File: src/rtl/sprite_pkg.sv
// Shared sprite-sheet constants, per-sprite base offsets and the ROM response tag.
package sprite_pkg;

    localparam int SHEET_W   = 353;
    localparam int ROM_DEPTH = 11296;
    localparam int AW        = 14;
    localparam int XW        = 9;
    localparam int YW        = 6;
    localparam int SW        = AW + 2;

    localparam int PEASHOOTER_BASE = 50;
    localparam int ZOMBIE_BASE     = 2874;
    localparam int PEA_BASE        = 7110;
    localparam int SUN_BASE        = 9300;

    typedef struct packed {
        logic       valid;
        logic [2:0] idx;
    } rom_tag_t;

    // Kept two bits wider than AW so an overflowing sum is still caught by the range compare.
    function automatic logic [SW-1:0] sheet_sum(input logic [AW-1:0] base,
                                                input logic [XW-1:0] x,
                                                input logic [YW-1:0] y);
        return SW'(base) + SW'(y) * SW'(SHEET_W) + SW'(x);
    endfunction

endpackage

File: src/rtl/sprite_rom_arbiter_if.sv
// Request/grant, ROM and response signals between the sprite renderers and the ROM arbiter.
interface sprite_rom_arbiter_if
    import sprite_pkg::*;
#(
    parameter int N = 4
);
    logic [N-1:0]    req_i;
    logic [N*AW-1:0] req_base_i;
    logic [N*XW-1:0] req_x_i;
    logic [N*YW-1:0] req_y_i;
    logic [N-1:0]    gnt_o;
    logic            rom_en_o;
    logic [AW-1:0]   rom_addr_o;
    logic [3:0]      rom_q_i;
    logic [N-1:0]    rsp_valid_o;
    logic [3:0]      rsp_data_o;
    logic            addr_err_o;

    modport slave (
        input  req_i, req_base_i, req_x_i, req_y_i, rom_q_i,
        output gnt_o, rom_en_o, rom_addr_o, rsp_valid_o, rsp_data_o, addr_err_o
    );

    modport master (
        output req_i, req_base_i, req_x_i, req_y_i, rom_q_i,
        input  gnt_o, rom_en_o, rom_addr_o, rsp_valid_o, rsp_data_o, addr_err_o
    );
endinterface

File: src/rtl/sprite_rom_arbiter_rr.sv
// Combinational round-robin picker: first set request at or after i_ptr, wrapping modulo N.
module rr_arbiter #(
    parameter int N  = 4,
    parameter int PW = $clog2(N)
) (
    input  logic [N-1:0]  i_req,
    input  logic [PW-1:0] i_ptr,
    output logic [N-1:0]  o_gnt,
    output logic [PW-1:0] o_idx
);
    logic          w_found;
    logic [PW:0]   w_pos;

    always_comb begin
        o_gnt   = '0;
        o_idx   = '0;
        w_found = 1'b0;
        w_pos   = '0;
        for (int i = 0; i < N; i++) begin
            w_pos = {1'b0, i_ptr} + (PW+1)'(i);
            if (w_pos >= (PW+1)'(N)) begin
                w_pos = w_pos - (PW+1)'(N);
            end
            if (!w_found && i_req[w_pos[PW-1:0]]) begin
                o_gnt[w_pos[PW-1:0]] = 1'b1;
                o_idx                = w_pos[PW-1:0];
                w_found              = 1'b1;
            end
        end
    end
endmodule

File: src/rtl/sprite_rom_arbiter.sv
// Shares one synchronous sprite-sheet ROM among N renderers; grant same cycle,
// response ROM_LAT+1 cycles after accept, fully pipelined in accept order.
module sprite_rom_arbiter
    import sprite_pkg::*;
#(
    parameter int N       = 4,
    parameter int ROM_LAT = 1
) (
    input  logic                 vga_clk,
    input  logic                 reset,
    sprite_rom_arbiter_if.slave  bus
);
    localparam int PW = $clog2(N);

    logic [PW-1:0] r_rr_ptr;
    logic          r_rom_en;
    logic [AW-1:0] r_rom_addr;
    logic          r_addr_err;
    logic [2:0]    r_acc_idx;
    rom_tag_t      r_tag [ROM_LAT];

    logic [N-1:0]  w_gnt;
    logic [PW-1:0] w_idx;
    logic          w_acc;
    logic [AW-1:0] w_base;
    logic [XW-1:0] w_x;
    logic [YW-1:0] w_y;
    logic [SW-1:0] w_sum;
    logic          w_oor;
    logic [PW-1:0] w_ptr_nxt;
    rom_tag_t      w_tail;

    rr_arbiter #(.N(N), .PW(PW)) u_rr (
        .i_req (bus.req_i),
        .i_ptr (r_rr_ptr),
        .o_gnt (w_gnt),
        .o_idx (w_idx)
    );

    assign bus.gnt_o = reset ? '0 : w_gnt;
    assign w_acc     = |(bus.req_i & bus.gnt_o);

    assign w_base    = bus.req_base_i[w_idx*AW +: AW];
    assign w_x       = bus.req_x_i[w_idx*XW +: XW];
    assign w_y       = bus.req_y_i[w_idx*YW +: YW];
    assign w_sum     = sheet_sum(w_base, w_x, w_y);
    assign w_oor     = (w_sum >= SW'(ROM_DEPTH));
    assign w_ptr_nxt = (w_idx == PW'(N-1)) ? '0 : w_idx + 1'b1;

    always_ff @(posedge vga_clk or posedge reset) begin
        if (reset) begin
            r_rr_ptr   <= '0;
            r_rom_en   <= 1'b0;
            r_rom_addr <= '0;
            r_addr_err <= 1'b0;
            r_acc_idx  <= '0;
        end else begin
            r_rom_en <= w_acc;
            if (w_acc) begin
                r_rr_ptr   <= w_ptr_nxt;
                r_acc_idx  <= 3'(w_idx);
                r_rom_addr <= w_oor ? '0 : w_sum[AW-1:0];
                if (w_oor) begin
                    r_addr_err <= 1'b1;
                end
            end
        end
    end

    // The tag follows the ROM read, so its tail lines up with rom_q_i.
    always_ff @(posedge vga_clk or posedge reset) begin
        if (reset) begin
            for (int k = 0; k < ROM_LAT; k++) begin
                r_tag[k] <= '0;
            end
        end else begin
            r_tag[0] <= {r_rom_en, r_acc_idx};
            for (int k = 1; k < ROM_LAT; k++) begin
                r_tag[k] <= r_tag[k-1];
            end
        end
    end

    assign w_tail          = r_tag[ROM_LAT-1];
    assign bus.rsp_valid_o = w_tail.valid ? (N'(1) << w_tail.idx) : '0;
    assign bus.rsp_data_o  = bus.rom_q_i;
    assign bus.rom_en_o    = r_rom_en;
    assign bus.rom_addr_o  = r_rom_addr;
    assign bus.addr_err_o  = r_addr_err;
endmodule

File: src/flat_wrapper.sv
// flat-port wrapper written by rule: the top's interface ports become plain ports
module sprite_rom_arbiter_flat import sprite_pkg::*;
#(
    parameter int N       = 4,
    parameter int ROM_LAT = 1
)
  (vga_clk, reset, bus_req_i, bus_req_base_i, bus_req_x_i, bus_req_y_i, bus_rom_q_i, bus_gnt_o, bus_rom_en_o, bus_rom_addr_o, bus_rsp_valid_o, bus_rsp_data_o, bus_addr_err_o);
  sprite_rom_arbiter_if #(.N(N)) bus_i ();
  input  logic vga_clk;
  input  logic reset;
  input wire logic [$bits(bus_i.req_i)-1:0] bus_req_i;
  input wire logic [$bits(bus_i.req_base_i)-1:0] bus_req_base_i;
  input wire logic [$bits(bus_i.req_x_i)-1:0] bus_req_x_i;
  input wire logic [$bits(bus_i.req_y_i)-1:0] bus_req_y_i;
  input wire logic [$bits(bus_i.rom_q_i)-1:0] bus_rom_q_i;
  output wire logic [$bits(bus_i.gnt_o)-1:0] bus_gnt_o;
  output wire logic [$bits(bus_i.rom_en_o)-1:0] bus_rom_en_o;
  output wire logic [$bits(bus_i.rom_addr_o)-1:0] bus_rom_addr_o;
  output wire logic [$bits(bus_i.rsp_valid_o)-1:0] bus_rsp_valid_o;
  output wire logic [$bits(bus_i.rsp_data_o)-1:0] bus_rsp_data_o;
  output wire logic [$bits(bus_i.addr_err_o)-1:0] bus_addr_err_o;
  assign bus_i.req_i = bus_req_i;
  assign bus_i.req_base_i = bus_req_base_i;
  assign bus_i.req_x_i = bus_req_x_i;
  assign bus_i.req_y_i = bus_req_y_i;
  assign bus_i.rom_q_i = bus_rom_q_i;
  assign bus_gnt_o = bus_i.gnt_o;
  assign bus_rom_en_o = bus_i.rom_en_o;
  assign bus_rom_addr_o = bus_i.rom_addr_o;
  assign bus_rsp_valid_o = bus_i.rsp_valid_o;
  assign bus_rsp_data_o = bus_i.rsp_data_o;
  assign bus_addr_err_o = bus_i.addr_err_o;
  sprite_rom_arbiter #(.N(N), .ROM_LAT(ROM_LAT)) u_core (.vga_clk(vga_clk), .reset(reset), .bus(bus_i));
endmodule
File: config.mk
export PLATFORM = sky130hd
export DESIGN_NAME = sprite_rom_arbiter_flat
export DESIGN_NICKNAME = d
export VERILOG_FILES = /design/src/rtl/sprite_pkg.sv /design/src/rtl/sprite_rom_arbiter_if.sv /design/src/rtl/sprite_rom_arbiter_rr.sv /design/src/rtl/sprite_rom_arbiter.sv /design/src/flat_wrapper.sv
export SDC_FILE = /design/constraint.sdc
export NUM_CORES = 1
export LEC_CHECK = 0
export ABC_AREA = 0
export CAP_MARGIN = 20
export CELL_PAD_IN_SITES_DETAIL_PLACEMENT = 0
export CELL_PAD_IN_SITES_GLOBAL_PLACEMENT = 2
export CORE_ASPECT_RATIO = 1.75
export CORE_MARGIN = 5
export CORE_UTILIZATION = 26
export CTS_CLUSTER_SIZE = 40
export DETAILED_ROUTE_END_ITERATION = 8
export HOLD_SLACK_MARGIN = 0.08
export PLACE_DENSITY = 0.87
export SLEW_MARGIN = 30
export SYNTH_ARGS = -nofsm -noshare
export SYNTH_HDL_FRONTEND = slang
export SYNTH_SLANG_ARGS = --single-unit
File: constraint.sdc
create_clock -name vga_clk -period 7.2 [get_ports vga_clk]
set_input_delay 2.16 -clock vga_clk [delete_from_list [all_inputs] [get_ports vga_clk]]
set_output_delay 2.16 -clock vga_clk [all_outputs]
set_load 0.03 [all_outputs]
After elaboration in Yosys (flattened, before gate mapping)
Index checks and enable logic that the tools add are counted.
{"block": "word_totals", "register_bits": 23, "in_bits": 126, "output_inout_bits": 28, "wordCells": 90}
{"block": "classes", "add_sub_neg": 10, "multipliers": 4, "n_lt_le_gt_ge": 13, "n_eq_ne": 1, "shifts": 4, "mux": 35, "bitwise_logic": 4, "n_reduce_logical": 12}
{"op": "56-bit by 7-bit indexed part select with 14-bit output", "n": 1}
{"op": "36-bit by 7-bit indexed part select with 9-bit output", "n": 1}
{"op": "4-bit two-way mux", "n": 6}
{"op": "24-bit by 6-bit indexed part select with 6-bit output", "n": 1}
{"op": "2-bit two-way mux", "n": 9}
{"op": "14-bit by 15-bit adder with 16-bit output", "n": 1}
{"op": "16-bit by 9-bit adder with 16-bit output", "n": 1}
{"op": "16-bit by 14-bit greater-or-equal comparator with 1-bit output (second input constant)", "n": 1}
{"op": "6-bit by 9-bit multiplier with 15-bit output (second input constant)", "n": 1}
{"op": "14-bit two-way mux", "n": 1}
{"op": "2-bit by 3-bit < comparator with 1-bit output (second input constant)", "n": 4}
{"op": "4-bit OR", "n": 3}
{"op": "1-bit two-way mux", "n": 11}
{"op": "3-bit greater-or-equal comparator (second input constant)", "n": 3}
{"op": "1-bit binary-select mux with 2-bit select", "n": 4}
{"op": "1-bit demux with 2-bit select", "n": 4}
{"op": "2-bit by 1-bit greater-or-equal comparator with 1-bit output (second input constant)", "n": 4}
{"op": "2-bit by 1-bit subtractor with 2-bit output (second input constant)", "n": 4}
{"op": "1-bit logical AND", "n": 7}
{"op": "2-bit by 2-bit adder with 3-bit output (second input constant)", "n": 2}
{"op": "2-bit by 4-bit multiplier with 6-bit output (second input constant)", "n": 1}
{"op": "2-bit by 3-bit multiplier with 5-bit output (second input constant)", "n": 1}
{"op": "4-bit AND", "n": 1}
{"op": "2-bit by 2-bit multiplier with 4-bit output (second input constant)", "n": 1}
{"op": "other kinds (8)", "n": 10}

Depth between registers and ports, before layout
Gate-level depths: netlist of the first run.
{"block": "logic_depth", "depth_word": 21, "mapped_depth": 27, "depth_no_buf": 22}

Modules after synthesis
A second synthesis of the first run with hierarchy kept.
{"block": "hier_totals", "cells_unflattened": 397, "hier_area_um2": 3832.4}
{"mod": "sprite_rom_arbiter", "n_inst": 1, "cells_per_inst": 332, "area_each_um2": 3343.2, "seq_area_each_um2": 575.6}
{"mod": "rr_arbiter", "n_inst": 1, "cells_per_inst": 65, "area_each_um2": 489.2, "seq_area_each_um2": 0.0}

Least setup slack after synthesis of the first run
Ideal clock, no wire load.
{"block": "synth_timing", "kind": "input-to-reg", "start": "in bus_req_i[3]", "end": "reg u_core.r_rom_addr[11], in the netlist u_core.bus.rom_addr_o[11]", "setup_time_ps": 123, "t_arrival_ps": 7524, "required_ps": 7077, "setup_slack_ps": -447, "stages": 23, "n_path_buf": 3, "cell_sequence": "buf_2 mux4_2 a21oi_2 a2bb2oi_4 buf_6 mux2_1 nor2_1 a21oi_1 ha_1 inv_1 fa_1 fa_1 fa_1 inv_1 ha_1 inv_1 o31ai_1 a31oi_1 o31ai_1 xnor2_1 a22oi_1 buf_4 o2bb2ai_1"}
{"block": "synth_via", "elab_chain_len": 19, "word_cells_on_any_way": 42, "classes_between": "add/sub (2); mul (4); order compare (1); shift (3); mux (21); bitwise (4); reduce/logical (7)"}
{"item": "start: declaration", "line_no": "flat_wrapper.sv:11", "text": "input wire logic [$bits(bus_i.req_i)-1:0] bus_req_i;"}
{"item": "1-bit binary-select mux with 2-bit select", "line_no": "sprite_rom_arbiter_rr.sv:24", "text": "if (!w_found && i_req[w_pos[PW-1:0]]) begin"}
{"item": "1-bit two-way mux (not written as such)", "line_no": "sprite_rom_arbiter_rr.sv:24"}
{"item": "1-bit two-way mux", "line_no": "sprite_rom_arbiter_rr.sv:24"}
{"item": "1-bit logical NOT", "line_no": "sprite_rom_arbiter_rr.sv:24"}
{"item": "1-bit logical AND", "line_no": "sprite_rom_arbiter_rr.sv:24"}
{"item": "1-bit two-way mux", "line_no": "sprite_rom_arbiter_rr.sv:24"}
{"item": "1-bit logical NOT", "line_no": "sprite_rom_arbiter_rr.sv:24"}
{"item": "1-bit logical AND", "line_no": "sprite_rom_arbiter_rr.sv:24"}
{"item": "[3 not listed]"}
{"item": "2-bit two-way mux", "line_no": "sprite_rom_arbiter_rr.sv:24"}
{"item": "2-bit by 2-bit multiplier with 4-bit output", "line_no": "sprite_rom_arbiter.sv:45", "text": "assign w_y = bus.req_y_i[w_idx*YW +: YW];"}
{"item": "24-bit by 6-bit indexed part select with 6-bit output", "line_no": "sprite_rom_arbiter.sv:45"}
{"item": "6-bit by 9-bit multiplier with 15-bit output", "line_no": "sprite_pkg.sv:25", "text": "return SW'(base) + SW'(y) * SW'(SHEET_W) + SW'(x);"}
{"item": "14-bit by 15-bit adder with 16-bit output", "line_no": "sprite_pkg.sv:25"}
{"item": "16-bit by 9-bit adder with 16-bit output", "line_no": "sprite_pkg.sv:25"}
{"item": "16-bit by 14-bit greater-or-equal comparator with 1-bit output", "line_no": "sprite_rom_arbiter.sv:47", "text": "assign w_oor = (w_sum >= SW'(ROM_DEPTH));"}
{"item": "14-bit two-way mux", "line_no": "sprite_rom_arbiter.sv:62", "text": "r_rom_addr <= w_oor ? '0 : w_sum[AW-1:0];"}
{"item": "end signal: assignment", "line_no": "sprite_rom_arbiter.sv:62"}
{"item": "end: declaration", "line_no": "sprite_rom_arbiter.sv:17", "text": "logic [AW-1:0] r_rom_addr;"}
Several ways; a longest one is shown, not always the timed one. The select of a mux whose other input is x is not followed.
A chain may end at the register's enable or synchronous reset.

Worst setup path in the final report of the first run
{"block": "layout_timing", "start": "in bus_req_i[2]", "end": "reg u_core.r_addr_err, in the netlist u_core.bus.addr_err_o"}
{"block": "layout_via", "elab_chain_len": 19, "word_cells_on_any_way": 42, "classes_between": "add/sub (2); mul (4); order compare (1); shift (3); mux (20); bitwise (4); reduce/logical (8)"}
{"item": "1-bit binary-select mux with 2-bit select", "line_no": "sprite_rom_arbiter_rr.sv:24"}
{"item": "1-bit two-way mux (not written as such)", "line_no": "sprite_rom_arbiter_rr.sv:24"}
{"item": "1-bit two-way mux", "line_no": "sprite_rom_arbiter_rr.sv:24"}
{"item": "1-bit logical NOT", "line_no": "sprite_rom_arbiter_rr.sv:24"}
{"item": "1-bit logical AND", "line_no": "sprite_rom_arbiter_rr.sv:24"}
{"item": "1-bit two-way mux", "line_no": "sprite_rom_arbiter_rr.sv:24"}
{"item": "1-bit logical NOT", "line_no": "sprite_rom_arbiter_rr.sv:24"}
{"item": "1-bit logical AND", "line_no": "sprite_rom_arbiter_rr.sv:24"}
{"item": "[3 not listed]"}
{"item": "2-bit two-way mux", "line_no": "sprite_rom_arbiter_rr.sv:24"}
{"item": "2-bit by 2-bit multiplier with 4-bit output", "line_no": "sprite_rom_arbiter.sv:45"}
{"item": "24-bit by 6-bit indexed part select with 6-bit output", "line_no": "sprite_rom_arbiter.sv:45"}
{"item": "6-bit by 9-bit multiplier with 15-bit output", "line_no": "sprite_pkg.sv:25"}
{"item": "14-bit by 15-bit adder with 16-bit output", "line_no": "sprite_pkg.sv:25"}
{"item": "16-bit by 9-bit adder with 16-bit output", "line_no": "sprite_pkg.sv:25"}
{"item": "16-bit by 14-bit greater-or-equal comparator with 1-bit output", "line_no": "sprite_rom_arbiter.sv:47"}
{"item": "2-bit AND reduction (no source line) (*)"}
{"item": "end signal: assignment", "line_no": "sprite_rom_arbiter.sv:55", "text": "r_addr_err <= 1'b0;"}
{"item": "end signal: assignment", "line_no": "sprite_rom_arbiter.sv:64", "text": "r_addr_err <= 1'b1;"}
{"item": "end: declaration", "line_no": "sprite_rom_arbiter.sv:18", "text": "logic r_addr_err;"}
Every way passes the cells marked *; elsewhere a longest branch is shown, timed or not. The select of a mux whose other input is x is not followed.

==> flow_summary.ini, run 1 <==
[status]
status = complete, but fails checks
violations = setup timing

[worst_setup_path]
reg2reg_depth = 27
worstSetupStartpoint = bus_req_i[2]
cp.required_ns = 7.34
crit_arrival_ns = 7.51
path_max_fanout = 7
ff2ff_setup_slack_ns = 0.96
endpoint_kind = flip-flop
start_kind = input port
r2r-end = u_core.bus.addr_err_o
critPathKind = input port to flip-flop
worstReg2RegStart = u_core.r_rr_ptr[1]

[synth]
ys_warn_count = 0
netlist-cell-type-count = 64
synth_edf_count = 0
yosysTopAreaCell = ha_1
syn_area_um2 = 4250
syn-num-nets = 687
synth_top_area_frac = 0.150
synth_async_sr_flop_share = 1.00
ys_ff_latch = 23
synthCells = 490
synthFlopType = dfrtp_1
ys_seq_area_frac = 0.135
ys_top_cells_by_area = ha_1, dfrtp_1, fa_1
syn-mean-instance-area_um2 = 8.68

[global_route]
grt_usage = 0.157
grt_pass1_wl_mm = 24.2
antenna_found_initial = 0
grt_pass1_vias = 4805
grt_max_degree = 24
overflow = 0

[timing]
hold_viol = 0
rsz0062_at_grt = true
finClkSkew_ns = 0.00383
max_freq_ghz = 0.136
setup-violations-final = 15
worst_slew_pin_slew_ns = 0.809
worst_slack_ns = -0.169
slew_headroom = 0.457
fin_crit_sh = 1.02
slew_violations = 0
min_period_ns = 7.37

[layout]
drive_gt1_frac = 0.303
nets = 917
final_util = 0.444
insertedDiodeCount = 0
area_growth_pct = 70.2

[routing]
avgRoutedWirePerCell_um = 16.7
drt_iter0_markers = 86
vias = 4395
vias_per_cell = 4.82
final_antenna_net_count = 0
drc = 0
drtPass1Iterations = 4
totalWireLength_mm = 15.2

[place]
place_congestion = 0.836
dp_hpwl_mm = 12.8
port_buffers = 145

[clock_network]
cts_root_buf = clkbuf_16
cts_hold_repair.buffers = 0
clockBufferDepth = 2
htreeDepth = 1
cts_tree = done
clk_pin_slew_worst_paths_ns = 0.05
cts_sinks = 23
cts_buffers = 3
insertion_delay_ns = 0.25

[die]
die_area_um2 = 19100
core_area_um2 = 16300
io_pins = 154
initial_utilization = 0.261
die_y_um = 179
fp-row-count = 62
die-width_um = 107

[job]
cap_violations = 0

[hold_path]
hold_path_class = flip-flop to flip-flop
whs_path_depth = 0
hold_end = u_core.r_tag[3]
hp-start = u_core.bus.rom_en_o
## worst max-delay path, stage by stage
cell and delay [ns]:
buf_6 0.10, mux4_2 0.51, a21oi_4 0.17, a2bb2oi_4 0.22, buf_12 0.14, buf_12 0.09
buf_16 0.11, mux2i_1 0.18, mux2_4 0.19, inv_4 0.05, ha_1 0.19, ha_1 0.27
inv_1 0.05, fa_1 0.51, fa_1 0.51, inv_1 0.07, ha_4 0.29, inv_2 0.06
nor2_1 0.29, o31a_1 0.20, o211ai_1 0.17, a2111oi_4 0.40, a22oi_2 0.11, buf_4 0.16
buf_12 0.13, a21o_1 0.15
## through the flow
stage               TNS, ns  worst slack (ns)  hold slack, ns  cell area [um^2]  cells
detailed placement   -11.78            -0.820           0.368              6680    889
global placement     -10.80            -0.768           0.362              6680    889
global route          -4.30            -0.359           0.392              7240    911
finish                -1.41            -0.169           0.378              7240    911
floorplan            -0.682           -0.0691           0.354              4460    490
CTS                   -1.49            -0.177           0.380              7150    908
## cells by family after synthesis
| kind of cell | count (synthesis) | synth area share |
|---|---|---|
| and+or+nand+nor | 79 | 0.0874 |
| adders and majority gates | 71 | 0.244 |
| xor gates and xnor gates | 11 | 0.0227 |
| AOI/OAI and AO/OA | 132 | 0.208 |
| buffers and inverters | 101 | 0.105 |
| DFF | 23 | 0.135 |
| muxes | 73 | 0.197 |
## layout make-up
cell class	instances	area (um^2)
fill	1608	9050
multi-input combinational	366	3640
timing repair buffer	254	2430
sequential	23	576
inverter	72	278
tap	192	240
clock buffer	4	78.8
## placed cells by master, fill, tap and decap left out, types with 3 or more instances in the layout
| master | n |
|---|---|
| a211oi_1 | 4 |
| a21o_1 | 6 |
| a21oi_1 | 38 |
| a21oi_2 | 4 |
| a21oi_4 | 3 |
| a22oi_1 | 3 |
| buf_12 | 6 |
| buf_4 | 96 |
| buf_6 | 7 |
| clkbuf_16 | 4 |
| clkdlybuf4s50_1 | 141 |
| dfrtp_1 | 23 |
| fa_1 | 19 |
| ha_1 | 41 |
| ha_2 | 3 |
| ha_4 | 7 |
| inv_1 | 62 |
| inv_2 | 5 |
| inv_4 | 3 |
| mux2_2 | 25 |
| mux2_4 | 7 |
| mux2i_1 | 34 |
| mux4_2 | 3 |
| nand2_1 | 13 |
| nand3_1 | 6 |
| nor2_1 | 32 |
| nor2b_1 | 5 |
| o211ai_1 | 6 |
| o21ai_0 | 11 |
| o21ai_1 | 11 |
| o21ai_2 | 3 |
| o2bb2ai_1 | 6 |
| o2bb2ai_2 | 6 |
| xnor2_1 | 8 |
## cell usage after synthesis (7+ instances only)
cell type and number:
inv_1 68, ha_1 51, a21oi_1 44, mux2i_1 36, nor2_1 34, mux2_2 26
dfrtp_1 23, fa_1 20, o21ai_0 16, nand2_1 13, o2bb2ai_1 13, buf_2 11
buf_4 8, o21ai_1 8, xnor2_1 8, clkbuf_1 7, nand3_1 7
## per-layer routing
layer  vias to the layer above  track usage  share of wire
met3                        26       0.0187          0.042
met2                       123        0.321           0.57
met4                         0       0.0427          0.025
met5                         -            0              0
li1                       2181            -              -
met1                      2065        0.163           0.36
## timing repair
action                                  4_1_cts  5_1_grt
cloned                                        3        0
pin swaps                                     8       10
endpoints found under the setup margin       15       15
resized for setup                            55       14
setup buffers                                12        3
## flip-flops by register name (all words and copies together), names as in the netlist
| name | cells |
|---|---|
| u_core.bus.addr_err_o | 1 |
| u_core.bus.rom_addr_o | 14 |
| u_core.bus.rom_en_o | 1 |
| u_core.r_acc_idx | 2 |
| u_core.r_rr_ptr | 2 |
| u_core.r_tag | 3 |
## how the worst max path moves through the flow
stage                                      to  slack, ns  cells past startpoint
floorplan           u_core.bus.rom_addr_o[11]      -0.07                     23
global placement        u_core.bus.addr_err_o      -0.77                     25
detailed placement      u_core.bus.addr_err_o      -0.82                     25
CTS                  u_core.bus.rom_addr_o[8]      -0.18                     24
global route            u_core.bus.addr_err_o      -0.36                     28
finish                  u_core.bus.addr_err_o      -0.17                     26
Power of run 1 is left out: the tool's default activity adds up to more than one toggle a clock period on the data nets, which glitch-free logic cannot reach.
==> run 2, diff against run 1 <==
- CAP_MARGIN: 20 -> not set
- CORE_MARGIN: 5 -> 4
==> flow_summary.ini, run 2 (synthesis gave the netlist of run 1 again) <==
[die]
fp-row-count = 61
core_area_um2 = 16000
io_pins = 154
initial_utilization = 0.267
die_y_um = 177
die_area_um2 = 18500
die-width_um = 105

[clock_network]
htreeDepth = 1
cts_tree = done
cts_sinks = 23
cts_root_buf = clkbuf_16
clockBufferDepth = 2
cts_hold_repair.buffers = 0
cts_buffers = 3
insertion_delay_ns = 0.25
clk_pin_slew_worst_paths_ns = 0.06

[worst_setup_path]
critPathMaxStageDelay_ns = 0.59
endpoint_kind = flip-flop
critPathKind = input port to flip-flop
cp_top_family = adder cells
cp_slowest_cell = fa_2
cp.required_ns = 7.35
crit_arrival_ns = 7.42
path_buf_inv = 8
path_max_fanout = 7
crit_top_cell = buf_4
crit_chain = buf_8 > mux4_2 > a21oi_2 > a2bb2oi_4 > buf_12 > buf_6 > mux2i_1 > mux2_4 > buf_4 > fa_2 > fa_1 > fa_1 > inv_2 > ha_4 > o21ai_0 > o41ai_1 > and2_4 > buf_4 > nor3_4 > a22oi_2 > buf_4 > clkbuf_16 > a21o_1
start_kind = input port

[routing]
vias_per_cell = 4.92
drt_iter0_markers = 100
drtPass1Iterations = 4
drc = 0
totalWireLength_mm = 16.0
avgRoutedWirePerCell_um = 17.4
final_antenna_net_count = 0
vias = 4518

[layout]
fill_cells = 1471
insertedDiodeCount = 0
drive_gt1_frac = 0.366
largest_reg_flops = 14
layout_commonest_cell = clkdlybuf4s50_1
nets = 928
area_growth_pct = 79.8
multi_input_area_um2 = 3900
seq_area_um2 = 576
most-common-layout-cells = clkdlybuf4s50_1, buf_4, inv_1, ha_1, a21oi_1

[timing]
worst_slack_ns = -0.0694
max_freq_ghz = 0.138
setup-violations-final = 7
finClkSkew_ns = 0.00213
slew_violations = 0
worst_slew_pin_slew_ns = 0.857
hold_viol = 0
fin_crit_sh = 1.01
rsz0062_at_grt = true
min_period_ns = 7.27
slew_headroom = 0.428

[global_route]
grt_usage = 0.164
grt_pass1_vias = 4879
antenna_found_initial = 0
grt_max_degree = 34
overflow = 0
grt_pass1_wl_mm = 24.9

[job]
cap_violations = 0

[status]
status = complete, but fails checks
violations = setup timing

[place]
pre_cts_ws_ns = -0.806
place_congestion = 0.871
dp_hpwl_mm = 12.8
port_buffers = 145

[hold_path]
hold_path_class = flip-flop to flip-flop
==> run 2: changes by cell type in the layout (fill, tap and decap cells not counted), moves of 6 or more <==
cell     change
a21oi_2      +6
nor2_2       +7
mux2i_1      -6
nor2_1       -9
a21oi_1      -6
==> run 2: worst paths after layout <==
kind | start | cells past startpoint | end | slack, ns
worst max register to register | u_core.r_rr_ptr[1] | 24 | u_core.bus.addr_err_o | 0.76
min in group asynchronous | reset | 2 | u_core.r_tag[1] | 2.61
worst max-delay path | bus_req_i[0] | 23 | u_core.bus.addr_err_o | -0.07
worst min-delay path | u_core.r_acc_idx[1] | 0 | u_core.r_tag[1] | 0.38
max in group asynchronous | reset | 2 | u_core.bus.rom_addr_o[12] | 4.06
worst min register to register | u_core.r_acc_idx[1] | 0 | u_core.r_tag[1] | 0.38
==> run 2: final cells by class <==
type / instances / share of cell area
clock buffer: 3 / 0.00982
clock inverter: 1 / 0.000655
inverter: 72 / 0.0367
multi-input combinational: 366 / 0.510
sequential: 23 / 0.0753
tap: 189 / 0.0309
timing repair buffer: 265 / 0.337
==> run 2: worst reg2reg max path, cell delays in order (launching register included) <==
cell	delay, ns
dfrtp_1	0.56
inv_1	0.21
ha_1	0.37
mux4_2	0.53
a21oi_2	0.20
a2bb2oi_4	0.25
buf_12	0.18
buf_6	0.12
mux2i_1	0.08
mux2_4	0.28
buf_4	0.14
fa_2	0.59
fa_1	0.44
fa_1	0.51
inv_2	0.06
ha_4	0.24
o21ai_0	0.38
o41ai_1	0.14
and2_4	0.20
buf_4	0.14
nor3_4	0.19
a22oi_2	0.11
buf_4	0.15
clkbuf_16	0.15
a21o_1	0.15
==> run 2: repair_timing <==
| item | in CTS | in global routing |
|---|---|---|
| pin swaps | 19 | 47 |
| setup buffers | 7 | 19 |
| gates cloned | 3 | 2 |
| resized for setup | 52 | 85 |
| setup endpoints to repair | 15 | 15 |
| hold endpoints to repair | 0 | 0 |
==> run 2: through the flow <==
step	hold WS (ns)	instances	utilization	setup TNS, ns	instance area (um^2)
global placement	0.363	887	0.419	-11.08	6680
floorplan	0.354	490	-	-0.682	4460
global route	0.393	919	0.479	-3.06	7640
detailed placement	0.366	887	0.419	-11.68	6680
CTS	0.384	901	0.445	-2.65	7090
finish	0.379	919	0.479	-0.193	7640
==> run 2: layer usage <==
metal	up-vias	track usage	wire (um)
li1	2217	-	-
met1	2132	0.175	5790
met2	128	0.326	8940
met3	41	0.0234	663
met4	0	0.0558	579
met5	-	0	0
Power of run 2 is left out for the same reason.
